[config.mk]
export PLATFORM = sky130hd
export DESIGN_NAME = fetch_sequencer_flat
export DESIGN_NICKNAME = d
export VERILOG_FILES = /design/src/rtl/fetch_sequencer_if.sv /design/src/rtl/fetch_sequencer.sv /design/src/flat_wrapper.sv
export SDC_FILE = /design/constraint.sdc
export NUM_CORES = 1
export LEC_CHECK = 0
export CAP_MARGIN = 20
export CORE_MARGIN = 1.5
export CORE_UTILIZATION = 38
export CTS_CLUSTER_DIAMETER = 100
export DETAILED_ROUTE_END_ITERATION = 8
export PLACE_DENSITY_LB_ADDON = 0.08
export SYNTH_ARGS = -nofsm -noshare
export SYNTH_HDL_FRONTEND = slang
export SYNTH_SLANG_ARGS = --single-unit
[constraint.sdc]
create_clock -name clk -period 2.4 [get_ports clk]
set_clock_uncertainty 0.2 [all_clocks]
set_input_delay 0.6 -clock clk [delete_from_list [all_inputs] [get_ports clk]]
set_output_delay 0.6 -clock clk [all_outputs]
set_load 0.01 [all_outputs]
[src/rtl/fetch_sequencer_if.sv]
// fetch_sequencer_if: handshake and strobe bundle between the major-state
// controller / datapath (master) and the fetch sequencer (slave).
interface fetch_sequencer_if;
  logic       start;
  logic       instIsIND;
  logic       instIsPPIND;
  logic       ram_wait;
  logic       irq;

  logic       ram_oe;
  logic       ram_we;
  logic       pc_ck;
  logic       ir_ck;
  logic       ir2rama;
  logic       ind2inc;
  logic       inc2ramd;
  logic       ind_ck;
  logic       irq_ack;
  logic       busy;
  logic       done;
  logic [3:0] state;

  modport master (
    output start, instIsIND, instIsPPIND, ram_wait, irq,
    input  ram_oe, ram_we, pc_ck, ir_ck, ir2rama, ind2inc, inc2ramd,
           ind_ck, irq_ack, busy, done, state
  );

  modport slave (
    input  start, instIsIND, instIsPPIND, ram_wait, irq,
    output ram_oe, ram_we, pc_ck, ir_ck, ir2rama, ind2inc, inc2ramd,
           ind_ck, irq_ack, busy, done, state
  );
endinterface

[src/rtl/fetch_sequencer.sv]
// fetch_sequencer: self-timed FETCH / AUTOINDEX / INDIRECT memory-cycle
// sequencer. Each cycle is a CK phase (stretched by WAIT_STATES and ram_wait)
// followed by a one-clock STB phase. All strobes are Moore-decoded from state.
//
// Optional build macro FETCH_IRQ_EN: when defined, an irq sampled with start
// turns the fetch into an interrupt fetch (no ram_oe, no pc_ck, irq_ack high,
// decode bits ignored). When undefined, irq is ignored and irq_ack is 0.
//
// state  | meaning
// -------+-----------------------------------------------
// IDLE   | waiting for start
// F_CK   | instruction fetch, RAM read in progress
// F_STB  | load IR, bump PC, branch on decode bits
// A1_CK  | autoindex: read pointer location via IR address
// A1_STB | autoindex: capture pointer into IND
// A2_CK  | autoindex: IND+1 drives RAM data for write-back
// A2_STB | autoindex: write incremented pointer
// I_CK   | indirect: read effective address via IR address
// I_STB  | indirect: capture effective address into IND
// DONE   | one-clock completion pulse to execute sequencer
module fetch_sequencer #(
  parameter int WAIT_STATES = 0,
  parameter int CNT_W       = 4
) (
  input  logic              clk,
  input  logic              reset,
  fetch_sequencer_if.slave  bus
);

  typedef enum logic [3:0] {
    ST_IDLE   = 4'd0,
    ST_F_CK   = 4'd1,
    ST_F_STB  = 4'd2,
    ST_A1_CK  = 4'd3,
    ST_A1_STB = 4'd4,
    ST_A2_CK  = 4'd5,
    ST_A2_STB = 4'd6,
    ST_I_CK   = 4'd7,
    ST_I_STB  = 4'd8,
    ST_DONE   = 4'd9
  } state_t;

  localparam logic [CNT_W-1:0] LP_WAIT = CNT_W'(WAIT_STATES);

  state_t           r_state;
  state_t           w_state_nxt;
  logic [CNT_W-1:0] r_cnt;
  logic [CNT_W-1:0] w_cnt_nxt;
  logic             w_is_ck;
  logic             w_ck_ready;
  logic             w_irq_fetch;

`ifdef FETCH_IRQ_EN
  logic r_irq;

  // Latch the interrupt request together with an accepted start; drop it at sequence end
  always_ff @(posedge clk or posedge reset) begin
    if (reset) begin
      r_irq <= 1'b0;
    end else if (r_state == ST_IDLE && bus.start) begin
      r_irq <= bus.irq;
    end else if (r_state == ST_DONE) begin
      r_irq <= 1'b0;
    end
  end

  assign w_irq_fetch = r_irq;
`else
  logic w_irq_unused;

  assign w_irq_unused = bus.irq;
  assign w_irq_fetch  = 1'b0;
`endif

  assign w_is_ck = (r_state == ST_F_CK) || (r_state == ST_A1_CK) ||
                   (r_state == ST_A2_CK) || (r_state == ST_I_CK);

  // A CK phase may end only once its wait count is met and memory is ready
  assign w_ck_ready = (r_cnt == LP_WAIT) && !bus.ram_wait;

  // State and wait-counter registers
  always_ff @(posedge clk or posedge reset) begin
    if (reset) begin
      r_state <= ST_IDLE;
      r_cnt   <= '0;
    end else begin
      r_state <= w_state_nxt;
      r_cnt   <= w_cnt_nxt;
    end
  end

  // Next-state selection
  always_comb begin
    w_state_nxt = ST_IDLE;
    case (r_state)
      ST_IDLE:   w_state_nxt = bus.start ? ST_F_CK : ST_IDLE;
      ST_F_CK:   w_state_nxt = w_ck_ready ? ST_F_STB : ST_F_CK;
      ST_F_STB: begin
        if (w_irq_fetch)          w_state_nxt = ST_DONE;
        else if (bus.instIsPPIND) w_state_nxt = ST_A1_CK;
        else if (bus.instIsIND)   w_state_nxt = ST_I_CK;
        else                      w_state_nxt = ST_DONE;
      end
      ST_A1_CK:  w_state_nxt = w_ck_ready ? ST_A1_STB : ST_A1_CK;
      ST_A1_STB: w_state_nxt = ST_A2_CK;
      ST_A2_CK:  w_state_nxt = w_ck_ready ? ST_A2_STB : ST_A2_CK;
      ST_A2_STB: w_state_nxt = ST_I_CK;
      ST_I_CK:   w_state_nxt = w_ck_ready ? ST_I_STB : ST_I_CK;
      ST_I_STB:  w_state_nxt = ST_DONE;
      ST_DONE:   w_state_nxt = ST_IDLE;
      default:   w_state_nxt = ST_IDLE;
    endcase
  end

  // Wait counter: zero on every CK entry, counts while a CK phase is held.
  // It saturates at WAIT_STATES so a long ram_wait stretch cannot wrap it
  // past the terminal value and add a spurious extra wait period.
  always_comb begin
    w_cnt_nxt = '0;
    if (w_is_ck && (w_state_nxt == r_state)) begin
      w_cnt_nxt = (r_cnt == LP_WAIT) ? r_cnt : r_cnt + 1'b1;
    end
  end

  // Moore output decode
  always_comb begin
    bus.ram_oe   = 1'b0;
    bus.ram_we   = 1'b0;
    bus.pc_ck    = 1'b0;
    bus.ir_ck    = 1'b0;
    bus.ir2rama  = 1'b0;
    bus.ind2inc  = 1'b0;
    bus.inc2ramd = 1'b0;
    bus.ind_ck   = 1'b0;
    bus.irq_ack  = 1'b0;
    bus.done     = 1'b0;
    case (r_state)
      ST_F_CK: begin
        bus.ram_oe  = !w_irq_fetch;
        bus.irq_ack = w_irq_fetch;
      end
      ST_F_STB: begin
        bus.pc_ck   = !w_irq_fetch;
        bus.ir_ck   = 1'b1;
        bus.irq_ack = w_irq_fetch;
      end
      ST_A1_CK: begin
        bus.ir2rama = 1'b1;
        bus.ram_oe  = 1'b1;
        bus.ind2inc = 1'b1;
      end
      ST_A1_STB: bus.ind_ck = 1'b1;
      ST_A2_CK: begin
        bus.ir2rama  = 1'b1;
        bus.ind2inc  = 1'b1;
        bus.inc2ramd = 1'b1;
      end
      ST_A2_STB: bus.ram_we = 1'b1;
      ST_I_CK: begin
        bus.ir2rama = 1'b1;
        bus.ram_oe  = 1'b1;
      end
      ST_I_STB: bus.ind_ck = 1'b1;
      ST_DONE:  bus.done   = 1'b1;
      default: ;
    endcase
  end

  assign bus.busy  = (r_state != ST_IDLE);
  assign bus.state = r_state;

endmodule

[src/flat_wrapper.sv]
// flat-port wrapper written by rule: the top's interface ports become plain ports
module fetch_sequencer_flat 
#(
  parameter int WAIT_STATES = 0,
  parameter int CNT_W       = 4
)
  (clk, reset, bus_start, bus_instIsIND, bus_instIsPPIND, bus_ram_wait, bus_irq, bus_ram_oe, bus_ram_we, bus_pc_ck, bus_ir_ck, bus_ir2rama, bus_ind2inc, bus_inc2ramd, bus_ind_ck, bus_irq_ack, bus_busy, bus_done, bus_state);
  fetch_sequencer_if bus_i ();
  input  logic clk;
  input  logic reset;
  input wire logic [$bits(bus_i.start)-1:0] bus_start;
  input wire logic [$bits(bus_i.instIsIND)-1:0] bus_instIsIND;
  input wire logic [$bits(bus_i.instIsPPIND)-1:0] bus_instIsPPIND;
  input wire logic [$bits(bus_i.ram_wait)-1:0] bus_ram_wait;
  input wire logic [$bits(bus_i.irq)-1:0] bus_irq;
  output wire logic [$bits(bus_i.ram_oe)-1:0] bus_ram_oe;
  output wire logic [$bits(bus_i.ram_we)-1:0] bus_ram_we;
  output wire logic [$bits(bus_i.pc_ck)-1:0] bus_pc_ck;
  output wire logic [$bits(bus_i.ir_ck)-1:0] bus_ir_ck;
  output wire logic [$bits(bus_i.ir2rama)-1:0] bus_ir2rama;
  output wire logic [$bits(bus_i.ind2inc)-1:0] bus_ind2inc;
  output wire logic [$bits(bus_i.inc2ramd)-1:0] bus_inc2ramd;
  output wire logic [$bits(bus_i.ind_ck)-1:0] bus_ind_ck;
  output wire logic [$bits(bus_i.irq_ack)-1:0] bus_irq_ack;
  output wire logic [$bits(bus_i.busy)-1:0] bus_busy;
  output wire logic [$bits(bus_i.done)-1:0] bus_done;
  output wire logic [$bits(bus_i.state)-1:0] bus_state;
  assign bus_i.start = bus_start;
  assign bus_i.instIsIND = bus_instIsIND;
  assign bus_i.instIsPPIND = bus_instIsPPIND;
  assign bus_i.ram_wait = bus_ram_wait;
  assign bus_i.irq = bus_irq;
  assign bus_ram_oe = bus_i.ram_oe;
  assign bus_ram_we = bus_i.ram_we;
  assign bus_pc_ck = bus_i.pc_ck;
  assign bus_ir_ck = bus_i.ir_ck;
  assign bus_ir2rama = bus_i.ir2rama;
  assign bus_ind2inc = bus_i.ind2inc;
  assign bus_inc2ramd = bus_i.inc2ramd;
  assign bus_ind_ck = bus_i.ind_ck;
  assign bus_irq_ack = bus_i.irq_ack;
  assign bus_busy = bus_i.busy;
  assign bus_done = bus_i.done;
  assign bus_state = bus_i.state;
  fetch_sequencer #(.WAIT_STATES(WAIT_STATES), .CNT_W(CNT_W)) u_core (.clk(clk), .reset(reset), .bus(bus_i));
endmodule
==> metrics <==
worst skew pair latency about 0.25 ns; core area ~1400 um^2; Max VDD drop about 0.00071 V; setup violators final 0; Pleak approximately 0.42 nW; Chip Height 42.1 um; 1st-pass router iterations 4; Post-Synth XOR/XNOR Area under 10%; Num Clock Sinks 8; final WL ~1200 um; Post-Synthesis Cells 66; vias per cell about 5.1; Initial Util a little over two fifths; simple-gate area share of the yosys netlist 29.7%; kind of end point of the critical path primary output; antenna violations before repair 0; area of the mapped netlist 582 um^2; CTS Buf Count 3; CP max FO 7; Avg Inst Size Synth just under 9 um^2; Reg clk slew, reported paths 0.06 ns; CTS tree built; hold buffer count at cts 0; unrepaired setup endpoints after global routing false; first-pass GRT wire length 2120 um; RePlAce Congestion ~0.79; critical path startpoint category flip-flop; adder-cell share of the synthesized area about 4.3%; root buf cell clkbuf_4; Synth cell types 30; #FFs+latches synth 8; via count 530; multiplexer area fraction after synthesis 3.44%; number of global-route vias before repair 500; Initial DRC Count 4; fin nets 100; Top Ports 22; area delta synth->final 46.0%; worst min path class primary input to async pin; number of port buffers 19; Final Util just over 60%; post-synthesis sequential area ratio between 30% and 40%; overall global routing resource usage 15.6%; share of post-route cells with drive strength above 1 19.1%; Clock Path Buffers 2; post-synthesis compound-gate area fraction 13.1%; largest family of logic cells by synthesized area simple AND/OR/NAND/NOR gates; Die Span X between 40 and 50 um; Power, Total 0.902 mW; Final ANT Viol Nets 0; Setup CP Type flip-flop to primary output; CP arrival roughly 1.4 ns; Final Hold Fails 0; status completed; die area between 1500 and 2000 um^2; grt total ovfl 0; final HPWL from detailed placement around 940 um; # fillers between 100 and 150; Fmax between 400 and 500 MHz; worst hold margin 0.388 ns; post-layout minimum cycle time ~2.2 ns; Yosys warning count 0; FF-to-FF setup slack ~0.63 ns; ant diodes 0; Syn Nets 75; Final Cycle Share roughly nine tenths; Max-Cap Viols 0; largest net degree at the start of global routing 9; Rows 13; drt drc 0; WP data required around 1.6 ns; pwr/cell area ~1100 nW/um^2; Slew Viols, Final 0; WL per Instance about 12 um; setup TNS 0 ns; # H-tree levels 1
## where the power goes
group	leakage [nW]	switching, mW	internal, mW
combinational	0.304	0.282	0.315
clock	0.0138	0.0462	0.0573
sequential	0.104	0.0348	0.166
total	0.422	0.363	0.539
## per-stage QoR
| step | instances | instance area [um^2] | worst slack [ns] |
|---|---|---|---|
| after floorplan | 66 | 582 | 0.293 |
| after global placement | 101 | 817 | 0.209 |
| after detailed placement | 101 | 817 | 0.175 |
| after CTS | 104 | 837 | 0.0304 |
| after global routing | 104 | 850 | 0.125 |
| final | 104 | 850 | 0.230 |
## sequential cells by signal (all words and copies together) (netlist names)
| signal | flops |
|---|---|
| u_core.bus.state | 4 |
| u_core.r_cnt | 4 |
## logic make-up after synthesis
family,count (synthesis)
xor gates and xnor gates,4
DFF,8
and+or+nand+nor,28
buffers and inverters,11
AOI/OAI and AO/OA,10
adders and majority gates,2
muxes,2
other,1
## cells in the mapped netlist
master | count | area, um^2
mux2i_1 | 2 | 20.0
nand3_1 | 1 | 5.00
o32ai_1 | 1 | 8.76
nand2_1 | 3 | 11.3
a2111oi_2 | 1 | 15.0
nor3_1 | 5 | 25.0
nand3b_1 | 1 | 7.51
inv_1 | 4 | 15.0
nor4b_4 | 1 | 23.8
clkbuf_1 | 4 | 15.0
or3b_2 | 1 | 8.76
nor2_1 | 5 | 18.8
conb_1 | 1 | 3.75
a211o_1 | 1 | 8.76
nand2b_1 | 5 | 31.3
nor3b_1 | 3 | 22.5
dfrtp_1 | 8 | 200
o21ai_0 | 2 | 10.0
xor2_1 | 1 | 8.76
xnor2_1 | 3 | 26.3
nor2b_1 | 1 | 6.26
and2_1 | 1 | 6.26
o31ai_1 | 1 | 7.51
a31oi_1 | 1 | 6.26
a21oi_1 | 2 | 10.0
buf_4 | 2 | 15.0
buf_1 | 1 | 3.75
o211a_1 | 1 | 10.0
nor4_1 | 1 | 6.26
ha_1 | 2 | 25.0
## layer usage
| metal | track usage (%) | part of all wire, % |
|---|---|---|
| met3 | 6.47 | 6.3 |
| met2 | 24.4 | 45 |
| met4 | 3.75 | 0 |
| met1 | 20.0 | 49 |
| met5 | 0 | 0 |
## layout make-up
type / instances / area (um^2) / area share [%]
multi-input cells: 47 / 343 / 40.4
repair buffers: 27 / 249 / 29.3
flip-flops and latches: 8 / 201 / 23.7
clock buffers: 3 / 22.5 / 2.65
well taps: 15 / 18.8 / 2.21
inverters: 4 / 15.0 / 1.77
## worst max-delay path, cell delays in order (launching register included)
cell and delay (ns):
dfrtp_2 0.44, buf_4 0.18, nor2_4 0.14, nand2_1 0.07
dlygate4sd2_1 0.28
## path summary, 6_finish.rpt
check,startpoint,depth (start not counted),to
setup / recovery,u_core.bus.state[1]$_DFF_PP0_,4,bus_busy
hold / removal,reset,2,u_core.r_cnt[3]$_DFFE_PP0P_
setup reg to reg,u_core.r_cnt[0]$_DFFE_PP0P_,6,u_core.bus.state[1]$_DFF_PP0_
hold reg to reg,u_core.r_cnt[0]$_DFFE_PP0P_,2,u_core.r_cnt[0]$_DFFE_PP0P_
max in group asynchronous,reset,2,u_core.bus.state[1]$_DFF_PP0_
min in group clk,u_core.r_cnt[0]$_DFFE_PP0P_,2,u_core.r_cnt[0]$_DFFE_PP0P_
## cells in the final DEF, fill, tap and decap left out, types with 2 or more instances in the layout
cell / n
nor3b_1: 3
clkbuf_4: 3
mux2i_1: 2
dlygate4sd2_1: 7
nand2_1: 3
ha_1: 2
nand2b_1: 4
o21ai_0: 2
nor2_1: 4
buf_4: 8
nor3_1: 5
a21oi_1: 2
clkdlybuf4s50_1: 9
dlymetal6s2s_1: 3
inv_1: 4
dfrtp_1: 7
xnor2_1: 3
## what timing repair did
action	4_1_cts	5_1_grt
setup buffers	0	0
gates resized for setup	10	4
endpoints found under the setup margin	8	3
Power figures use the tool's default switching activity.
